[src/rtl/sdram_port_arbiter.sv]
`default_nettype none
// ============================================================================
//  Module      : sdram_port_arbiter
//  Description : Three-port round-robin arbiter that serialises four-phase
//                req/ack requesters onto the single-word read/write
//                interface of the sdram controller. A watchdog aborts any
//                transaction the controller fails to acknowledge in time.
//  Revision    : 1.0 - initial release
// ============================================================================
module sdram_port_arbiter #(
    parameter int ADDR_W  = 24,
    parameter int DATA_W  = 16,
    parameter int TIMEOUT = 1023
) (
    input  logic              sys_clk,
    input  logic              sys_rst,

    input  logic              p0_req,
    input  logic              p0_we,
    input  logic [ADDR_W-1:0] p0_addr,
    input  logic [DATA_W-1:0] p0_wdata,
    output logic              p0_ack,

    input  logic              p1_req,
    input  logic              p1_we,
    input  logic [ADDR_W-1:0] p1_addr,
    input  logic [DATA_W-1:0] p1_wdata,
    output logic              p1_ack,

    input  logic              p2_req,
    input  logic              p2_we,
    input  logic [ADDR_W-1:0] p2_addr,
    input  logic [DATA_W-1:0] p2_wdata,
    output logic              p2_ack,

    output logic [DATA_W-1:0] rdata,

    output logic [ADDR_W-1:0] mem_address,
    output logic [DATA_W-1:0] mem_data_in,
    input  logic [DATA_W-1:0] mem_data_out,
    output logic              mem_read_req,
    input  logic              mem_read_ack,
    output logic              mem_write_req,
    input  logic              mem_write_ack,

    output logic              busy,
    output logic [1:0]        grant,
    output logic              timeout_err
);

    localparam logic [15:0] c_TIMEOUT = 16'(TIMEOUT);

    typedef enum logic [1:0] {
        S_IDLE    = 2'd0,
        S_ISSUE   = 2'd1,
        S_RELEASE = 2'd2,
        S_DONE    = 2'd3
    } state_t;

    state_t            r_state,   w_state_nxt;
    logic [1:0]        r_rr,      w_rr_nxt;
    logic              r_we,      w_we_nxt;
    logic [15:0]       r_wdog,    w_wdog_nxt;
    logic [2:0]        r_ack,     w_ack_nxt;
    logic [DATA_W-1:0] r_rdata,   w_rdata_nxt;
    logic [ADDR_W-1:0] r_addr,    w_addr_nxt;
    logic [DATA_W-1:0] r_wdata,   w_wdata_nxt;
    logic              r_rd_req,  w_rd_req_nxt;
    logic              r_wr_req,  w_wr_req_nxt;
    logic              r_busy,    w_busy_nxt;
    logic [1:0]        r_grant,   w_grant_nxt;
    logic              r_tout,    w_tout_nxt;

    // Per-port views so the grant index can select a requester directly.
    logic [2:0]        w_req;
    logic [2:0]        w_port_we;
    logic [ADDR_W-1:0] w_port_addr  [3];
    logic [DATA_W-1:0] w_port_wdata [3];

    assign w_req           = {p2_req, p1_req, p0_req};
    assign w_port_we       = {p2_we, p1_we, p0_we};
    assign w_port_addr[0]  = p0_addr;
    assign w_port_addr[1]  = p1_addr;
    assign w_port_addr[2]  = p2_addr;
    assign w_port_wdata[0] = p0_wdata;
    assign w_port_wdata[1] = p1_wdata;
    assign w_port_wdata[2] = p2_wdata;

    // Search order rr, rr+1, rr+2 (mod 3); rr never holds 3.
    logic [1:0] w_c0, w_c1, w_c2;
    assign w_c0 = r_rr;
    assign w_c1 = (r_rr == 2'd2) ? 2'd0 : r_rr + 2'd1;
    assign w_c2 = (r_rr == 2'd0) ? 2'd2 : r_rr - 2'd1;

    // A port whose ack is still high is finishing its handshake and is skipped.
    logic [2:0] w_avail;
    assign w_avail = w_req & ~r_ack;

    // Only the ack matching the issued transaction type is observed.
    logic w_mack;
    assign w_mack = r_we ? mem_write_ack : mem_read_ack;

    // Round-robin pick of the first available port.
    logic       w_found;
    logic [1:0] w_sel;
    logic [1:0] w_sel_inc;
    always_comb begin
        w_found = 1'b1;
        w_sel   = w_c0;
        if (w_avail[w_c0]) begin
            w_sel = w_c0;
        end else if (w_avail[w_c1]) begin
            w_sel = w_c1;
        end else if (w_avail[w_c2]) begin
            w_sel = w_c2;
        end else begin
            w_found = 1'b0;
        end
        w_sel_inc = (w_sel == 2'd2) ? 2'd0 : w_sel + 2'd1;
    end

    // Next-state and next-output computation; every output is registered.
    always_comb begin
        w_state_nxt  = r_state;
        w_rr_nxt     = r_rr;
        w_we_nxt     = r_we;
        w_wdog_nxt   = r_wdog;
        w_ack_nxt    = r_ack;
        w_rdata_nxt  = r_rdata;
        w_addr_nxt   = r_addr;
        w_wdata_nxt  = r_wdata;
        w_rd_req_nxt = r_rd_req;
        w_wr_req_nxt = r_wr_req;
        w_grant_nxt  = r_grant;
        w_tout_nxt   = r_tout;

        case (r_state)
            S_IDLE: begin
                if (w_found) begin
                    w_grant_nxt  = w_sel;
                    w_rr_nxt     = w_sel_inc;
                    w_we_nxt     = w_port_we[w_sel];
                    w_addr_nxt   = w_port_addr[w_sel];
                    w_wdata_nxt  = w_port_wdata[w_sel];
                    w_rd_req_nxt = ~w_port_we[w_sel];
                    w_wr_req_nxt = w_port_we[w_sel];
                    w_wdog_nxt   = 16'd0;
                    w_state_nxt  = S_ISSUE;
                end
            end
            S_ISSUE: begin
                // A completing ack wins over a watchdog expiry in the same cycle.
                if (w_mack) begin
                    w_rd_req_nxt = 1'b0;
                    w_wr_req_nxt = 1'b0;
                    if (!r_we) begin
                        w_rdata_nxt = mem_data_out;
                    end
                    w_state_nxt = S_RELEASE;
                end else if (r_wdog == c_TIMEOUT) begin
                    w_rd_req_nxt = 1'b0;
                    w_wr_req_nxt = 1'b0;
                    w_tout_nxt   = 1'b1;
                    if (!r_we) begin
                        w_rdata_nxt = '0;
                    end
                    w_ack_nxt   = 3'b001 << r_grant;
                    w_state_nxt = S_DONE;
                end else begin
                    w_wdog_nxt = r_wdog + 16'd1;
                end
            end
            S_RELEASE: begin
                if (!w_mack) begin
                    w_ack_nxt   = 3'b001 << r_grant;
                    w_state_nxt = S_DONE;
                end
            end
            S_DONE: begin
                if (!w_req[r_grant]) begin
                    w_ack_nxt   = 3'b000;
                    w_state_nxt = S_IDLE;
                end
            end
            default: begin
                w_state_nxt = S_IDLE;
            end
        endcase

        w_busy_nxt = (w_state_nxt != S_IDLE);
    end

    // State and output registers with asynchronous reset to all-zero.
    always_ff @(posedge sys_clk or posedge sys_rst) begin
        if (sys_rst) begin
            r_state  <= S_IDLE;
            r_rr     <= 2'd0;
            r_we     <= 1'b0;
            r_wdog   <= 16'd0;
            r_ack    <= 3'b000;
            r_rdata  <= '0;
            r_addr   <= '0;
            r_wdata  <= '0;
            r_rd_req <= 1'b0;
            r_wr_req <= 1'b0;
            r_busy   <= 1'b0;
            r_grant  <= 2'd0;
            r_tout   <= 1'b0;
        end else begin
            r_state  <= w_state_nxt;
            r_rr     <= w_rr_nxt;
            r_we     <= w_we_nxt;
            r_wdog   <= w_wdog_nxt;
            r_ack    <= w_ack_nxt;
            r_rdata  <= w_rdata_nxt;
            r_addr   <= w_addr_nxt;
            r_wdata  <= w_wdata_nxt;
            r_rd_req <= w_rd_req_nxt;
            r_wr_req <= w_wr_req_nxt;
            r_busy   <= w_busy_nxt;
            r_grant  <= w_grant_nxt;
            r_tout   <= w_tout_nxt;
        end
    end

    assign p0_ack        = r_ack[0];
    assign p1_ack        = r_ack[1];
    assign p2_ack        = r_ack[2];
    assign rdata         = r_rdata;
    assign mem_address   = r_addr;
    assign mem_data_in   = r_wdata;
    assign mem_read_req  = r_rd_req;
    assign mem_write_req = r_wr_req;
    assign busy          = r_busy;
    assign grant         = r_grant;
    assign timeout_err   = r_tout;

endmodule
`default_nettype wire

[config.mk]
export PLATFORM = sky130hd
export DESIGN_NAME = sdram_port_arbiter
export DESIGN_NICKNAME = d
export VERILOG_FILES = /design/src/rtl/sdram_port_arbiter.sv
export SDC_FILE = /design/constraint.sdc
export NUM_CORES = 1
export LEC_CHECK = 0
export CAP_MARGIN = 20
export CELL_PAD_IN_SITES_DETAIL_PLACEMENT = 0
export CELL_PAD_IN_SITES_GLOBAL_PLACEMENT = 1
export CORE_MARGIN = 8
export CORE_UTILIZATION = 34
export CTS_BUF_LIST = sky130_fd_sc_hd__clkbuf_4 sky130_fd_sc_hd__clkbuf_8
export DETAILED_ROUTE_END_ITERATION = 10
export PLACE_DENSITY_LB_ADDON = 0.1
export SLEW_MARGIN = 20
export SYNTH_ARGS = -nofsm -noshare
export SYNTH_HDL_FRONTEND = slang
export SYNTH_SLANG_ARGS = --single-unit
[constraint.sdc]
create_clock -name sys_clk -period 8.2 [get_ports sys_clk]
set_clock_uncertainty 0.05 [all_clocks]
set_input_delay 1.23 -clock sys_clk [delete_from_list [all_inputs] [get_ports sys_clk]]
set_output_delay 1.23 -clock sys_clk [all_outputs]
set_load 0.01 [all_outputs]
# Word level (Yosys, flattened, before mapping)
# Index checks and enable logic that the tools add are counted.
dict set report word_totals {
  out_inout_bits 65
  ff_bits 86
  inputBits 146
  wordCells 107
}
dict set report classes {
  reduce_logical 12
  bitwise 5
  add_sub_neg 4
  n_shift 1
  n_mux 51
  eq_ne 15
  magnitude_cmp 6
}
# operator count
set ops {}
lappend ops {{$mux W16} 9}
lappend ops {{$bmux W24 S2} 1}
lappend ops {{$mux W24} 2}
lappend ops {{$bmux W16 S2} 1}
lappend ops {{$pmux W16 S2} 1}
lappend ops {{$mux W2} 11}
lappend ops {{$add A16 B1 Y16 const B} 1}
lappend ops {{$eq A16 B10 Y1 const B} 1}
lappend ops {{$ne A2 B2 Y1 const B} 8}
lappend ops {{$lt A2 B3 Y1 const B} 5}
lappend ops {{$mux W1} 13}
lappend ops {{$mux W3} 4}
lappend ops {{$bmux W1 S2} 5}
lappend ops {{$pmux W3 S3} 1}
lappend ops {{$eq A2 B2 Y1 const B} 4}
lappend ops {{$pmux W2 S4} 1}
lappend ops {{$reduce_and A4 Y1} 2}
lappend ops {{$reduce_and A3 Y1} 2}
lappend ops {{$reduce_bool A2 Y1} 3}
lappend ops {{$reduce_and A5 Y1} 1}
lappend ops {{$add A2 B1 Y2 const B} 2}
lappend ops {{$logic_not A2 Y1} 2}
lappend ops {{$pmux W1 S2} 2}
lappend ops {{$and A3 B3 Y3} 1}
lappend ops {{10 further kinds} 11}

# Depth between registers and ports, before layout
# Gate-level depths: netlist of the first run.
dict set report logic_depth {
  word_depth 12
  depth_mapped 10
}

# Worst setup path before layout of the first run
# No wires, ideal clock.
dict set report synth_path {
  path_kind {input to register}
  startpoint {input port p0_req}
  endpoint {register r_addr[0] (netlist: mem_address[0])}
  n_path_buf 2
  arrival_time_ns 2.743
  setup_time_ns 0.132
  cell_stages 8
  setup_slack_ns 5.275
  cell_sequence {and4bb_2 > nor2_1 > a2111o_1 > o211ai_1 > buf_4 > buf_4 > mux2i_1 > o221ai_2}
}
dict set report synth_via {
  elab_chain_cells 10
  word_cells_on_any_way 18
  classes_between {mux: 15; bitwise: 2; reduce/logical: 1}
}
# item line
set synth_rtl {}
lappend synth_rtl {{start: declaration} 18} ;# input logic p0_req,
lappend synth_rtl {{$and A3 B3 Y3 *} 97} ;# assign w_avail = w_req & ~r_ack;
lappend synth_rtl {{$bmux W1 S2} 114} ;# end else if (w_avail[w_c2]) begin
lappend synth_rtl {{$mux W1 (implied by the code)} 114}
lappend synth_rtl {{$mux W2} 114}
lappend synth_rtl {{$mux W2} 112} ;# end else if (w_avail[w_c1]) begin
lappend synth_rtl {{$mux W2} 110} ;# if (w_avail[w_c0]) begin
lappend synth_rtl {{$not A2 Y3 (implied by the code)} 143} ;# w_addr_nxt = w_port_addr[w_sel];
lappend synth_rtl {{$bmux W24 S2} 143}
lappend synth_rtl {{$mux W24 (implied by the code) (2 in series)} 143}
lappend synth_rtl {{end signal: assignment} 216} ;# r_addr <= w_addr_nxt;
lappend synth_rtl {{end: declaration} 66} ;# logic [ADDR_W-1:0] r_addr, w_addr_nxt;
# Mark *: on every way between the ends. The rest lies on a longest branch, timed or not. The select of a mux whose other input is x is not followed.
# A chain may end at the register's enable or synchronous reset.

# Worst setup path in the final report of the first run
dict set report layout_path {
  startpoint {input port p1_req}
  endpoint {register r_wdata[3] (netlist: mem_data_in[3])}
}
dict set report layout_via {
  elab_chain_cells 10
  word_cells_on_any_way 18
  classes_between {mux: 15; bitwise: 2; reduce/logical: 1}
}
# item line
set layout_rtl {}
lappend layout_rtl {{start: declaration} 24} ;# input logic p1_req,
lappend layout_rtl {{$and A3 B3 Y3 *} 97}
lappend layout_rtl {{$bmux W1 S2} 114}
lappend layout_rtl {{$mux W1 (implied by the code)} 114}
lappend layout_rtl {{$mux W2} 114}
lappend layout_rtl {{$mux W2} 112}
lappend layout_rtl {{$mux W2} 110}
lappend layout_rtl {{$not A2 Y3 (implied by the code)} 144} ;# w_wdata_nxt = w_port_wdata[w_sel];
lappend layout_rtl {{$bmux W16 S2} 144}
lappend layout_rtl {{$mux W16 (implied by the code) (2 in series)} 144}
lappend layout_rtl {{end signal: assignment} 217} ;# r_wdata <= w_wdata_nxt;
lappend layout_rtl {{end: declaration} 67} ;# logic [DATA_W-1:0] r_wdata, w_wdata_nxt;
# Marked as above.

==> results.sh, run 1 <==
export IMPL_outcome="finished, final reports clean"
export IMPL_cp_max_fo=50
export IMPL_slew_violations=0
export IMPL_grt_max_degree=55
export IMPL_ys_types=52
export IMPL_start_util_pct=34.2
export IMPL_synthesis_instances=450
export IMPL_critPathRequiredTime_ns=8.33
export IMPL_peakVddDrop_uv=238
export IMPL_detail_route_iter0_violations=179
export IMPL_cts_hold_buf=0
export IMPL_hold_slack_ns=0.444
export IMPL_vias_per_cell=4.96
export IMPL_max_freq_mhz=239
export IMPL_first_pass_iters=4
export IMPL_synthFlopType="dfrtp_1"
export IMPL_htreeDepth=3
export IMPL_startpoint_type="input port"
export IMPL_tightest_slew_ns=1.03
export IMPL_cts_resized=0
export IMPL_arrival_ns=4.32
export IMPL_p_leak_nw=3.14
export IMPL_cts_made_buffers=9
export IMPL_endpoint_kind="register"
export IMPL_routedWlPerCell_um=18.2
export IMPL_clockRootBuffer="clkbuf_8"
export IMPL_fp_coreArea_sq_um=13700
export IMPL_io_pins=211
export IMPL_drc=0
export IMPL_syn2layout_area_growth_pct=51.5
export IMPL_synth_edff_count=0
export IMPL_grtUsageTotal_pct=16.9
export IMPL_hold_viol=0
export IMPL_setup_violations=0
export IMPL_fin_util_pct=51.8
export IMPL_cts_tree="done"
export IMPL_hp_class="register to register"
export IMPL_antenna_left=0
export IMPL_via_count=4140
export IMPL_synth_seq_cells=86
export IMPL_nets=799
export IMPL_maxCapViolCount=0
export IMPL_first_global_vias=4396
export IMPL_gp_congestion=0.780
export IMPL_wl_met1_mm=6.40
export IMPL_multi_input_area_sq_um=2170
export IMPL_wl_met3_mm=1.32
export IMPL_ys_seq_area_share_pct=46.1
export IMPL_ys_warn_count=0
export IMPL_layout_drive_gt1_share_pct=8.56
export IMPL_post_cts_buffers=0
export IMPL_grt_overflow_total=0
export IMPL_antenna_found_initial=0
export IMPL_power_mw=2.41
export IMPL_path_class="input port to register"
export IMPL_final_cell_mix="clkdlybuf4s50_1 (210), dfrtp_1 (86), nand2_1 (55)"
export IMPL_n_antenna_cell=0
export IMPL_synth_avg_cell_area_sq_um=10.4
export IMPL_async_flop_share_pct=100
export IMPL_dp_hpwl_mm=11.5
export IMPL_finalCriticalPeriod_ns=4.19
export IMPL_syn_nets=600
export IMPL_die_area_sq_um=17700
export IMPL_wirelength_mm=15.1
export IMPL_regArea_sq_um=2150
export IMPL_rsz0062_at_grt="false"
export IMPL_clk_pin_slew_ns=0.10
export IMPL_p_per_area_nw_per_um2=340
export IMPL_die_h_um=133
export IMPL_final_setup_tns_ns=0
export IMPL_reg2reg_slack_ns=4.55
export IMPL_clk_latency_ns=0.36
export IMPL_port_buffers=210
export IMPL_layout_commonest_cell="clkdlybuf4s50_1"
export IMPL_relSlewSlack_pct=31.4
export IMPL_post_route_period_util_pct=51.1
export IMPL_dr_wl_met2_mm=7.26
export IMPL_top_layer_used="met4"
export IMPL_fillers=1299
export IMPL_row_count=43
export IMPL_cts_sinks=86
export IMPL_syn_area_sq_um=4670
export IMPL_clockBufferDepth=2
export IMPL_grt_pass1_wl_mm=24.0
export IMPL_die_w_um=133
per-layer routing:
metal | vias to the layer above | GRT usage [%]
met5 | - | 0
met4 | 0 | 3.99
met3 | 12 | 6.89
met2 | 158 | 28.0
met1 | 1968 | 20.0
li1 | 2002 | -
synthesized netlist by cell type (all sizes together), types with 6 or more instances:
cell type	count	share of area, %
o21ai	9	0.96
a22o	16	3.0
inv	50	4.0
mux2i	42	9.0
nand2	55	4.4
a21oi	6	0.64
clkbuf	9	0.72
o221ai	40	10
nand3	11	1.4
dfrtp	86	46
nor2	24	1.9
nand4	6	0.80
xnor2	11	2.1
buf	17	2.7
nor3	11	1.3
critical path: stages:
cell	delay, ns
clkdlybuf4s50_1	0.49
and3b_1	0.21
o21ai_0	0.40
and4b_4	0.35
nand2b_4	0.48
or2_2	0.90
o221ai_1	0.22
registers in the layout (all words and copies together) (netlist names):
register,flops
busy,1
grant,2
mem_address,24
mem_data_in,16
mem_read_req,1
mem_write_req,1
r_ack,3
r_rr,2
r_state,2
r_wdog,16
r_we,1
rdata,16
timeout_err,1
metrics by stage:
step	area (sq um)	worst slack (ns)	instances
after floorplan	4670	4.70	450
after global placement	6870	3.76	818
after detailed placement	6870	3.68	818
after CTS	7070	4.08	834
after global routing	7070	3.78	834
final	7070	4.01	834
final cells by class:
class | instances | share of cell area (%)
clock buffer | 9 | 1.75
clock inverter | 7 | 1.13
inverter | 50 | 2.67
multi-input combinational | 288 | 30.7
sequential | 86 | 30.4
tap | 180 | 3.18
timing repair buffer | 214 | 30.1
worst paths after layout:
kind,to,startpoint,cells past startpoint
max,mem_data_in[3],p1_req,7
min,timeout_err,timeout_err,1
max reg2reg,mem_data_in[3],r_rr[0],8
min reg2reg,timeout_err,timeout_err,1
max in group asynchronous,mem_data_in[5],sys_rst,3
min in group asynchronous,rdata[0],sys_rst,2
cell families after synthesis:
logic type / Yosys count / synth area share, %
adders and majority gates: 4 / 1.07
and+or+nand+nor: 139 / 15.5
AOI/OAI and AO/OA: 86 / 17.5
buffers and inverters: 76 / 7.48
muxes: 45 / 9.73
DFF: 86 / 46.1
xor gates and xnor gates: 14 / 2.63
where the power goes:
group | internal, mW | total [mW] | switching [mW]
registers | 0.592 | 0.716 | 0.124
clock network | 0.145 | 0.314 | 0.169
logic | 0.691 | 1.38 | 0.686
total | 1.43 | 2.41 | 0.979
(Power assumes the default switching activity.)
==> run 2, diff against run 1 <==
- CORE_UTILIZATION: 34 -> 29
- clock period: 8.2 -> 3.8 ns (I/O delays scaled with it)
==> run 2 against run 1 <==
Combinational power is 120% higher. Die area rose by 15%. Design area is 1.7% higher. Flip-flop and latch count unchanged. Worst hold slack got worse by 0.0069 ns. Register-to-register slack got worse by 3.9 ns. Total power increased by 120%.
==> results.sh, run 2 (synthesis results as in run 1) <==
export IMPL_clockBufferDepth=2
export IMPL_cts_tree="done"
export IMPL_clk_latency_ns=0.36
export IMPL_n_antenna_cell=0
export IMPL_first_pass_iters=4
export IMPL_p_leak_nw=3.19
export IMPL_reg2reg_from="r_rr[0]"
export IMPL_cts_made_buffers=9
export IMPL_power_frac_clock_pct=14.8
export IMPL_pre_cts_slack_ns=0.373
export IMPL_maxCapViolCount=0
export IMPL_routedWlPerCell_um=18.1
export IMPL_syn2layout_area_growth_pct=54.1
export IMPL_finalCriticalPeriod_ns=3.17
export IMPL_placed_area_sq_um=6960
export IMPL_endpoint_kind="register"
export IMPL_p_int_mw=3.26
export IMPL_fin_ws_ns=0.630
export IMPL_path_class="register to register"
export IMPL_p_per_area_nw_per_um2=744
export IMPL_reg2reg_slack_ns=0.63
export IMPL_switchingPower_mw=2.09
export IMPL_via_count=4118
export IMPL_fin_area_sq_um=7200
export IMPL_clockRootBuffer="clkbuf_8"
export IMPL_post_route_period_util_pct=83.4
export IMPL_vias_per_cell=4.73
export IMPL_die_h_um=143
export IMPL_holdPathStages=1
export IMPL_arrival_ns=3.31
export IMPL_antenna_found_initial=1
export IMPL_max_freq_mhz=315
export IMPL_first_global_vias=4343
export IMPL_cts_sinks=86
export IMPL_outcome="finished, final reports clean"
export IMPL_antenna_left=0
export IMPL_largest_reg_flops=24
export IMPL_clk_pin_slew_ns=0.09
export IMPL_hp_class="register to register"
export IMPL_relSlewSlack_pct=30.1
export IMPL_die_area_sq_um=20400
export IMPL_nets=801
export IMPL_layout_drive_gt1_share_pct=8.70
export IMPL_combPwrFrac_pct=56.4
export IMPL_start_util_pct=29.5
export IMPL_fillers=1487
export IMPL_holdCritStartpoint="timeout_err"
export IMPL_die_w_um=143
export IMPL_rsz0062_at_grt="false"
export IMPL_grt_pass1_wl_mm=24.5
export IMPL_layout_commonest_cell="clkdlybuf4s50_1"
export IMPL_reg2reg_depth=8
export IMPL_cts_resized=0
export IMPL_detail_route_iter0_violations=192
export IMPL_critPathRequiredTime_ns=3.94
export IMPL_io_pins=211
export IMPL_grtUsageTotal_pct=15.6
export IMPL_row_count=46
export IMPL_final_setup_tns_ns=0
export IMPL_swShare_pct=39.0
export IMPL_instances_no_fill=871
export IMPL_final_cell_mix="clkdlybuf4s50_1 (210), dfrtp_1 (86), nand2_1 (55)"
export IMPL_fp_coreArea_sq_um=15800
export IMPL_hold_end="timeout_err"
export IMPL_peakVddDrop_uv=421
export IMPL_grt_max_degree=50
export IMPL_htreeDepth=3
export IMPL_slew_violations=0
export IMPL_regToRegEndpoint="mem_data_in[3]"
export IMPL_tightest_slew_ns=1.05
export IMPL_post_cts_buffers=0
export IMPL_port_buffers=210
export IMPL_grt_overflow_total=0
export IMPL_setup_violations=0
export IMPL_startpoint_type="register"
export IMPL_hold_viol=0
export IMPL_wirelength_mm=15.7
export IMPL_dpl_cell_count=856
export IMPL_drc=0
export IMPL_cts_hold_buf=0
export IMPL_fin_util_pct=45.5
export IMPL_multi_input_area_sq_um=2170
export IMPL_share_seq_of_total_power_pct=28.8
export IMPL_cp_max_fo=40
export IMPL_dp_hpwl_mm=12.1
export IMPL_regArea_sq_um=2150
export IMPL_gp_congestion=0.840
## run 2: power by group through the flow
stage / clock, mW / combinational, mW / sequential (mW)
2_1_floorplan: 0 / 1.80 / 1.63
3_3_place_gp: 0 / 3.04 / 1.55
3_5_place_dp: 0 / 3.10 / 1.55
4_1_cts: 0.821 / 3.10 / 1.55
5_1_grt: 0.860 / 3.30 / 1.60
6_report: 0.791 / 3.02 / 1.54
## run 2: per-layer routing
layer  GRT usage [%]  vias up  share of wire, %
met3            5.68       15               7.9
met2            25.1      133                48
met4            4.87        2               1.2
met1            19.1     1958                43
li1                -     2010                 -
met5               0        -             0.083
## run 2: critical path, cell delays in order (launching register included)
cell and delay, ns:
dfrtp_1 0.50, inv_1 0.13, ha_1 0.36, and4bb_2 0.26
nor2_1 0.20, and4b_4 0.31, nand2b_4 0.13, or2_2 0.80
o221ai_1 0.23
## run 2: through the flow
| stage | hold slack (ns) | power, mW |
|---|---|---|
| global placement | 0.414 | 4.59 |
| floorplan | 0.439 | 3.43 |
| finish | 0.437 | 5.35 |
| detailed placement | 0.416 | 4.65 |
| global route | 0.467 | 5.77 |
| CTS | 0.445 | 5.47 |
## run 2: area by class of cell
type	count	area share, %
multi-input combinational	288	30.2
timing repair buffer	216	30.2
sequential	86	29.9
tap	216	3.76
inverter	50	2.63
clock buffer	11	2.02
clock inverter	4	1.32
## run 2: how the worst max path moves through the flow
stage,slack [ns],to,start
after floorplan,0.96,busy,sys_rst
after global placement,0.46,mem_address[15],p1_req
after detailed placement,0.37,mem_address[23],p1_req
after CTS,0.58,mem_address[23],r_rr[0]
after global routing,0.29,mem_address[19],r_rr[0]
final,0.63,mem_data_in[3],r_rr[0]
